$ cat src/rtl/alu_pipe.sv
// Two-stage pipelined ALU with valid/ready on both sides and a carry register for ADDC.
// Optional build macro ALU_PIPE_SAT_EN enables unsigned saturating ADDSU (12) / SUBSU (13).
module alu_pipe #(
    parameter int WIDTH = 8
) (
    input  logic             clk,
    input  logic             rst_n,
    input  logic             in_valid,
    output logic             in_ready,
    input  logic [WIDTH-1:0] a,
    input  logic [WIDTH-1:0] b,
    input  logic [3:0]       oper,
    output logic             out_valid,
    input  logic             out_ready,
    output logic [WIDTH-1:0] result,
    output logic             flag_c,
    output logic             flag_z,
    output logic             flag_n,
    output logic             flag_v
);
    localparam int SHW = $clog2(WIDTH);

    localparam logic [3:0] OP_ADD  = 4'd0;
    localparam logic [3:0] OP_SUB  = 4'd1;
    localparam logic [3:0] OP_RSUB = 4'd2;
    localparam logic [3:0] OP_OR   = 4'd3;
    localparam logic [3:0] OP_AND  = 4'd4;
    localparam logic [3:0] OP_XOR  = 4'd5;
    localparam logic [3:0] OP_XNOR = 4'd6;
    localparam logic [3:0] OP_ZERO = 4'd7;
    localparam logic [3:0] OP_SHL  = 4'd8;
    localparam logic [3:0] OP_SHR  = 4'd9;
    localparam logic [3:0] OP_SRA  = 4'd10;
    localparam logic [3:0] OP_ADDC = 4'd11;
`ifdef ALU_PIPE_SAT_EN
    localparam logic [3:0] OP_ADDSU = 4'd12;
    localparam logic [3:0] OP_SUBSU = 4'd13;
`endif

    // Signed overflow from MSBs; for subtraction x is the minuend.
    function automatic logic add_ovf(input logic [WIDTH-1:0] x, input logic [WIDTH-1:0] y,
                                     input logic [WIDTH-1:0] r);
        return (x[WIDTH-1] == y[WIDTH-1]) && (r[WIDTH-1] != x[WIDTH-1]);
    endfunction

    function automatic logic sub_ovf(input logic [WIDTH-1:0] x, input logic [WIDTH-1:0] y,
                                     input logic [WIDTH-1:0] r);
        return (x[WIDTH-1] != y[WIDTH-1]) && (r[WIDTH-1] != x[WIDTH-1]);
    endfunction

    logic             s1_valid_q, s1_valid_d;
    logic [WIDTH-1:0] s1_a_q, s1_a_d;
    logic [WIDTH-1:0] s1_b_q, s1_b_d;
    logic [3:0]       s1_op_q, s1_op_d;
    logic             out_valid_q, out_valid_d;
    logic [WIDTH-1:0] result_q, result_d;
    logic             flag_c_q, flag_c_d;
    logic             flag_z_q, flag_z_d;
    logic             flag_n_q, flag_n_d;
    logic             flag_v_q, flag_v_d;
    logic             carry_q, carry_d;

    logic             s2_load;
    logic             accept;
    logic [WIDTH:0]   ext;
    logic [WIDTH-1:0] res;
    logic             res_c;
    logic             res_v;
    logic [SHW-1:0]   sh;

    assign sh = s1_b_q[SHW-1:0];

    // Handshake: in_ready depends on out_ready and stage state, never on in_valid.
    always_comb begin
        s2_load  = s1_valid_q && (!out_valid_q || out_ready);
        in_ready = !s1_valid_q || s2_load;
        accept   = in_valid && in_ready;
    end

    // Operation datapath evaluated from the stage-1 registers.
    always_comb begin
        ext   = {(WIDTH+1){1'b0}};
        res   = {WIDTH{1'b0}};
        res_c = 1'b0;
        res_v = 1'b0;
        case (s1_op_q)
            OP_ADD: begin
                ext   = {1'b0, s1_a_q} + {1'b0, s1_b_q};
                res   = ext[WIDTH-1:0];
                res_c = ext[WIDTH];
                res_v = add_ovf(s1_a_q, s1_b_q, ext[WIDTH-1:0]);
            end
            OP_SUB: begin
                ext   = {1'b0, s1_a_q} - {1'b0, s1_b_q};
                res   = ext[WIDTH-1:0];
                res_c = ext[WIDTH];
                res_v = sub_ovf(s1_a_q, s1_b_q, ext[WIDTH-1:0]);
            end
            OP_RSUB: begin
                ext   = {1'b0, s1_b_q} - {1'b0, s1_a_q};
                res   = ext[WIDTH-1:0];
                res_c = ext[WIDTH];
                res_v = sub_ovf(s1_b_q, s1_a_q, ext[WIDTH-1:0]);
            end
            OP_OR:   res = s1_a_q | s1_b_q;
            OP_AND:  res = s1_a_q & s1_b_q;
            OP_XOR:  res = s1_a_q ^ s1_b_q;
            OP_XNOR: res = ~(s1_a_q ^ s1_b_q);
            OP_ZERO: res = {WIDTH{1'b0}};
            OP_SHL:  res = s1_a_q << sh;
            OP_SHR:  res = s1_a_q >> sh;
            OP_SRA:  res = $signed(s1_a_q) >>> sh;
            OP_ADDC: begin
                ext   = {1'b0, s1_a_q} + {1'b0, s1_b_q} + {{WIDTH{1'b0}}, carry_q};
                res   = ext[WIDTH-1:0];
                res_c = ext[WIDTH];
                res_v = add_ovf(s1_a_q, s1_b_q, ext[WIDTH-1:0]);
            end
`ifdef ALU_PIPE_SAT_EN
            OP_ADDSU: begin
                ext = {1'b0, s1_a_q} + {1'b0, s1_b_q};
                if (ext[WIDTH]) begin
                    res   = {WIDTH{1'b1}};
                    res_c = 1'b1;
                end else begin
                    res   = ext[WIDTH-1:0];
                    res_c = 1'b0;
                end
            end
            OP_SUBSU: begin
                ext = {1'b0, s1_a_q} - {1'b0, s1_b_q};
                if (ext[WIDTH]) begin
                    res   = {WIDTH{1'b0}};
                    res_c = 1'b1;
                end else begin
                    res   = ext[WIDTH-1:0];
                    res_c = 1'b0;
                end
            end
`endif
            default: res = {WIDTH{1'b0}};
        endcase
    end

    // Next-state for both stages and the carry register.
    always_comb begin
        s1_valid_d  = s1_valid_q;
        s1_a_d      = s1_a_q;
        s1_b_d      = s1_b_q;
        s1_op_d     = s1_op_q;
        out_valid_d = out_valid_q;
        result_d    = result_q;
        flag_c_d    = flag_c_q;
        flag_z_d    = flag_z_q;
        flag_n_d    = flag_n_q;
        flag_v_d    = flag_v_q;
        carry_d     = carry_q;

        if (accept) begin
            s1_valid_d = 1'b1;
            s1_a_d     = a;
            s1_b_d     = b;
            s1_op_d    = oper;
        end else if (s2_load) begin
            s1_valid_d = 1'b0;
        end else begin
            s1_valid_d = s1_valid_q;
        end

        // carry follows every load so ADDC sees its predecessor in accept order.
        if (s2_load) begin
            out_valid_d = 1'b1;
            result_d    = res;
            flag_c_d    = res_c;
            flag_z_d    = (res == {WIDTH{1'b0}});
            flag_n_d    = res[WIDTH-1];
            flag_v_d    = res_v;
            carry_d     = res_c;
        end else if (out_ready) begin
            out_valid_d = 1'b0;
        end else begin
            out_valid_d = out_valid_q;
        end
    end

    // State registers with synchronous active-low reset.
    always_ff @(posedge clk) begin
        if (!rst_n) begin
            s1_valid_q  <= 1'b0;
            s1_a_q      <= {WIDTH{1'b0}};
            s1_b_q      <= {WIDTH{1'b0}};
            s1_op_q     <= 4'd0;
            out_valid_q <= 1'b0;
            result_q    <= {WIDTH{1'b0}};
            flag_c_q    <= 1'b0;
            flag_z_q    <= 1'b0;
            flag_n_q    <= 1'b0;
            flag_v_q    <= 1'b0;
            carry_q     <= 1'b0;
        end else begin
            s1_valid_q  <= s1_valid_d;
            s1_a_q      <= s1_a_d;
            s1_b_q      <= s1_b_d;
            s1_op_q     <= s1_op_d;
            out_valid_q <= out_valid_d;
            result_q    <= result_d;
            flag_c_q    <= flag_c_d;
            flag_z_q    <= flag_z_d;
            flag_n_q    <= flag_n_d;
            flag_v_q    <= flag_v_d;
            carry_q     <= carry_d;
        end
    end

    assign out_valid = out_valid_q;
    assign result    = result_q;
    assign flag_c    = flag_c_q;
    assign flag_z    = flag_z_q;
    assign flag_n    = flag_n_q;
    assign flag_v    = flag_v_q;

endmodule

$ cat config.mk
export PLATFORM = sky130hd
export DESIGN_NAME = alu_pipe
export DESIGN_NICKNAME = d
export VERILOG_FILES = /design/src/rtl/alu_pipe.sv
export SDC_FILE = /design/constraint.sdc
export NUM_CORES = 1
export LEC_CHECK = 0
export ABC_AREA = 1
export BUFFER_PORTS_ARGS = -buffer_cell sky130_fd_sc_hd__buf_2
export CAP_MARGIN = 20
export CORE_AREA = 2 2 67 101
export CTS_BUF_LIST = sky130_fd_sc_hd__clkbuf_16
export DETAILED_ROUTE_END_ITERATION = 10
export DIE_AREA = 0 0 69 103
export GPL_TIMING_DRIVEN = 0
export PLACE_DENSITY = 0.79
export SLEW_MARGIN = 0
export SYNTH_ARGS = -nofsm -noshare
export SYNTH_HDL_FRONTEND = slang
export SYNTH_SLANG_ARGS = --single-unit
$ cat constraint.sdc
create_clock -name clk -period 2.6 [get_ports clk]
set_clock_uncertainty 0.05 [all_clocks]
set_input_delay 0.65 -clock clk [delete_from_list [all_inputs] [get_ports clk]]
set_output_delay 0.65 -clock clk [all_outputs]
set_load 0.02 [all_outputs]
==> impl_metrics.toml, run 1 <==
[logic_synthesis]
yosysTopAreaCellShare_pct = 17.8
synth_area_sq_um = 3700
synthTopCellsByCount = "nand2_1 (143), inv_1 (60), nor2_1 (60), nand3_1 (50), a21oi_1 (49)"
synth_seq_area_share_pct = 17.8
async_reset_ff_share_pct = 0
syn_avg_cell_area_sq_um = 6.08
syn_inst = 609
yosysUniqueCellTypes = 49
synth_nets = 670
ys_seq_elements = 33
ys_warn_count = 0
synth_most_common_cell = "nand2_1"
ys.flop_type = "dfxtp_1"
synthTopCellsByArea = "dfxtp_1 (18%), nand2_1 (14%), ha_1 (11%)"
synth_edf_count = 0
synth_top_area_cell = "dfxtp_1"

[global_route]
grt_pass1_wl_um = 18900
grt_max_degree = 13
grt_pass1_vias = 3959
antenna_found_initial = 0
overflow = 0
grt_util_met3_pct = 4.20
met1_usage_pct = 37.9
grt_use_total_pct = 33.9
gr-usage-met2_pct = 62.5
top_usage_layer = "met2"

[floorplan]
die_area_sq_um = 7110
rows = 36
die_h_um = 103
start_util_pct = 58.7
ios = 38
coreArea_sq_um = 6310
die_x_um = 69

[clocking]
clkTransAtPathRegs_ns = 0.05
cts.sinks = 33
ctsRootBufferMaster = "clkbuf_16"
numCtsBuffers = 5
cts_hold_buf = 0
cts_tree = "yes"
htreeDepth = 2
clk_latency_ns = 0.29
cts.path.max_buffers = 2

[placement]
postPlaceCellArea_sq_um = 3980
hpwl_um = 9640
dp_worst_setup_slack_ns = -0.415
place_congestion = 1.03
port_buffers = 37

[drt]
routed_wl_um = 12500
drcViolationCount = 0
viasPerCell = 5.89
drtIter0Drc = 379
dr_total_vias = 4335
drt_first_pass_iters = 6
post_drt_wl_per_cell_um = 17.0
detail-route-antenna-nets = 0

[pwr]
power_frac_comb_pct = 41.1
switchingPower_uw = 846
sw_frac_of_total_pct = 39.6
peakVddDrop_v = 0.000483
p_int_uw = 1290
sequentialPowerShare_pct = 27.5
clock_power_share_pct = 31.4
p_leak_uw = 0.00219
cellPowerDensity_nw_per_um2 = 481

[hold_path]
min_path_type = "flip-flop to flip-flop"

[critical_path]
crit_path_cell_trace = "ha_4 -> fa_2 -> ha_1 -> nand2_1 -> nand2_1 -> a211oi_2 -> nand2_1 -> inv_1 -> nand3_2 -> nor2_2 -> nand3_1 -> nor2_1 -> nand2_1 -> a21oi_2"
arrival_ns = 2.73
slowest_delay_ns = 0.55
cpMostUsedCell = "nand2_1"
critPathKind = "flip-flop to flip-flop"
worstSetupStartpointType = "flip-flop"
slowest_stage = "fa_2"
required_ns = 2.77
end_kind = "flip-flop"
ff2ff_setup_slack_ns = 0.03
path_max_fanout = 4

[timing]
rsz0062_at_grt = "true"
setup_tns_ns = 0
setup_viol = 0
fmax_mhz = 390
layout_min_cycle_time_ns = 2.57
hold_viol = 0
layout_setup_ws_ns = 0.0334
final_max_slew_viol_count = 0
worst_slew_pin_slew_ns = 0.601
holdWs_ns = 0.419
slew_headroom_pct = 59.9
final_min_period_over_clock_period_pct = 98.7

[layout]
antenna-diode-count = 0
final_area_sq_um = 4440
syn_to_final_growth_pct = 19.8
drive_above_1_share_pct = 26.8
nNetsFinal = 720

[flow_run]
cap_violations = 0

[run_status]
status = "finished, final reports clean"
## per-stage QoR
stage | power, uW | util (%) | std cells
2_1_floorplan | 1140 | - | 609
3_3_place_gp | 1340 | 63.2 | 722
3_5_place_dp | 1350 | 63.2 | 722
4_1_cts | 2040 | 67.0 | 732
5_1_grt | 2240 | 70.4 | 736
6_report | 2130 | 70.4 | 736
## cell usage in the layout (no fill, tap or decap), types with 16 or more instances in the layout
cell type	Yosys	routed
inv_2	18	24
nor2_1	60	53
a21oi_1	49	46
nand3_1	50	38
ha_1	34	28
o21ai_0	45	42
nor2_2	10	16
inv_1	60	52
nand2_2	8	20
buf_2	7	41
nand2_1	143	130
dfxtp_1	33	25
## area by class of cell
cell class / count / area (sq um)
Multi-Input combinational cell: 473 / 2790
Clock inverter: 3 / 37.5
Timing Repair Buffer: 45 / 243
Clock buffer: 5 / 125
Fill cell: 585 / 1870
Tap cell: 76 / 95.1
Sequential cell: 33 / 678
Inverter: 82 / 329
Buffer: 19 / 135
## power groups by stage
stage,Combinational [uW],Clock (uW),Sequential [uW]
after floorplan,543,0,598
after detailed placement,761,0,591
after global placement,747,0,589
after CTS,787,676,582
final,878,670,586
after global routing,957,688,590
## state kept, by name, indices dropped and copies added, names as in the netlist
| register | cells |
|---|---|
| carry_q | 1 |
| flag_v | 1 |
| flag_z | 1 |
| out_valid | 1 |
| result | 8 |
| s1_a_q | 8 |
| s1_b_q | 8 |
| s1_op_q | 4 |
| s1_valid_q | 1 |
## worst paths after layout
kind / startpoint / endpoint / cells past startpoint
worst min register to register: flag_v / flag_v / 2
worst max-delay path: s1_a_q[0] / flag_z / 14
worst min-delay path: flag_v / flag_v / 2
worst max register to register: s1_a_q[0] / flag_z / 14
## layer usage
layer / share of wire (%) / wire [um]
met3: 6.2 / 774
met4: 5.3 / 660
met5: 0 / 0
met2: 50 / 6310
met1: 38 / 4790
## what timing repair did
action,4_1_cts,5_1_grt
resized for setup,19,62
pin swaps,2,17
endpoints found under the hold margin,0,0
setup buffers,3,4
setup endpoints to repair,9,6
cloned,0,1
## kinds of logic (layout without fill, tap and decap cells)
kind of cell / after synthesis / count (layout) / synth area share, %
DFF: 33 / 33 / 17.8
adders and majority gates: 37 / 37 / 13.1
buffers and inverters: 103 / 154 / 11.9
AOI/OAI and AO/OA: 134 / 134 / 20.3
and+or+nand+nor: 300 / 300 / 36.4
xor gates and xnor gates: 2 / 2 / 0.473
## worst max-delay path: cells and delay by family, from the launching register on
kind,cells,cell delay (ns)
AOI/OAI and AO/OA,2,0.23
adders and majority gates,3,0.98
buffers and inverters,1,0.09
DFF,1,0.36
and+or+nand+nor,8,0.76
No activity file was read; power rests on OpenSTA's default activity.
==> run 2, diff against run 1 <==
--- a/config.mk
+++ b/config.mk
@@ -13,7 +13,7 @@
 export DETAILED_ROUTE_END_ITERATION = 10
 export DIE_AREA = 0 0 69 103
 export GPL_TIMING_DRIVEN = 0
-export PLACE_DENSITY = 0.79
+export PLACE_DENSITY = 0.8
 export SLEW_MARGIN = 0
 export SYNTH_ARGS = -nofsm -noshare
 export SYNTH_HDL_FRONTEND = slang
==> constraint.sdc (replaced) <==
create_clock -name clk -period 2.6 [get_ports clk]
set_clock_uncertainty 0.05 [all_clocks]
set_input_delay 0.65 -clock clk [delete_from_list [all_inputs] [get_ports clk]]
set_output_delay 0.65 -clock clk [all_outputs]
set_load 0.1 [all_outputs]
==> run 2 against run 1 <==
  * Global-route usage is essentially flat
  * Sequential cell count unchanged
  * Core utilization rose by 2.1 points
  * Largest power group unchanged
  * Maximum frequency up 0.30%
  * Sequential share of layout area is 0.44 points lower
==> impl_metrics.toml, run 2 (synthesis gave the netlist of run 1 again) <==
[run_status]
status = "finished, final reports clean"

[timing]
hold_viol = 0
worst_slew_pin_slew_ns = 0.630
slew_headroom_pct = 57.9
final_min_period_over_clock_period_pct = 98.4
holdWs_ns = 0.427
rsz0062_at_grt = "true"
fmax_mhz = 391
final_max_slew_viol_count = 0
layout_min_cycle_time_ns = 2.56
setup_viol = 0

[layout]
final_common_cell = "nand2_1"
layout_common_cells = "nand2_1 (131), nor2_1 (55), inv_1 (52), a21oi_1 (45)"
drive_above_1_share_pct = 27.4
nNetsFinal = 731
antenna-diode-count = 0
syn_to_final_growth_pct = 23.4
n_fill_cell = 562

[critical_path]
arrival_ns = 2.72
crit_end = "flag_z"
end_kind = "flip-flop"
path_max_fanout = 6
ff2ff_setup_slack_ns = 0.04
critPathKind = "flip-flop to flip-flop"
cp-startpoint = "s1_b_q[2]"
required_ns = 2.76
r2r_end = "flag_z"
worstSetupStartpointType = "flip-flop"
r2r.worst_path.cells = 16
rr_startpoint = "s1_b_q[2]"

[drt]
drcViolationCount = 0
drt_first_pass_iters = 5
viasPerCell = 5.88
post_drt_wl_per_cell_um = 17.0
met1_length_um = 4840
dr_wl_met2_um = 6430
routed_wl_um = 12700
detail-route-antenna-nets = 0
drtIter0Drc = 359
dr_wl_met3_um = 740
top_layer_used = "met4"
dr_total_vias = 4391

[global_route]
antenna_found_initial = 0
grt_pass1_wl_um = 18900
overflow = 0
grt_use_total_pct = 34.0
grt_pass1_vias = 3864
grt_max_degree = 12

[pwr]
power_uw = 2250
cellPowerDensity_nw_per_um2 = 492
p_leak_uw = 0.00225
peakVddDrop_v = 0.000587

[floorplan]
coreArea_sq_um = 6310
rows = 36
die_area_sq_um = 7110
die_h_um = 103
start_util_pct = 58.7
ios = 38
die_x_um = 69

[flow_run]
cap_violations = 0

[clocking]
cts.path.max_buffers = 2
clkTransAtPathRegs_ns = 0.06
ctsRootBufferMaster = "clkbuf_16"
htreeDepth = 2
numCtsBuffers = 5
cts_hold_buf = 0
cts.sinks = 33
cts_tree = "yes"
clk_latency_ns = 0.28

[placement]
port_buffers = 37
hpwl_um = 9740
place_congestion = 1.07

[hold_path]
holdPathStages = 2
min_path_type = "flip-flop to flip-flop"
-- run 2: worst min path at each step --
stage               from        end  slack, ns
3_5_place_dp      flag_z     flag_z       0.41
3_3_place_gp      flag_v     flag_v       0.41
6_report          flag_z     flag_z       0.43
4_1_cts           flag_v     flag_v       0.42
2_1_floorplan  s1_b_q[3]  s1_b_q[3]       0.44
5_1_grt           flag_v     flag_v       0.43
-- run 2: metrics by stage --
stage / setup TNS, ns / instance area, sq um / utilization (%) / instances / setup WS [ns]
after floorplan: 0 / 3710 / - / 609 / 0.000784
after global placement: -2.31 / 3990 / 63.2 / 722 / -0.400
after detailed placement: -2.48 / 3990 / 63.2 / 722 / -0.408
after CTS: 0 / 4210 / 66.8 / 731 / 0.00179
after global routing: -0.191 / 4570 / 72.4 / 747 / -0.0735
final: 0 / 4570 / 72.4 / 747 / 0.0412
-- run 2: routing by layer --
metal / up-vias / global-route usage (%)
li1: 2117 / -
met3: 57 / 4.11
met5: - / 0
met4: 0 / 17.5
met1: 1999 / 38.6
met2: 218 / 62.5
-- run 2: final cells by class --
class                      count  area [sq um]  share of cell area (%)
buffer                        20           145                    3.18
clock buffer                   5           125                    2.74
clock inverter                 3          37.5                   0.822
inverter                      82           332                    7.26
multi-input combinational    473          2810                    61.6
sequential                    33           678                    14.8
tap                           76          95.1                    2.08
timing repair buffer          55           342                    7.48
-- run 2: where the power goes --
group	switching (uW)	internal [uW]	total, uW
clock network	229	445	674
registers	41.0	544	585
logic	670	320	990
-- run 2: repair_timing --
item                                    CTS  global route
gates cloned                              0             1
pin swaps                                 2            23
endpoints found under the setup margin    9             7
buffers inserted                          2            15
resized for setup                        17            65
-- run 2: critical path, stage by stage, from the launching register on --
cell and delay (ns):
dfxtp_2 0.35, buf_6 0.14, inv_6 0.04, buf_8 0.12, ha_4 0.31, clkinvlp_4 0.16, nand2_1 0.14, nand3_2 0.13
a21oi_1 0.21, a21oi_1 0.10, o21ai_0 0.08, nand2_1 0.07, nor2_1 0.22, nand3_1 0.11, nor2_1 0.10, nand2_1 0.07
a21oi_2 0.10
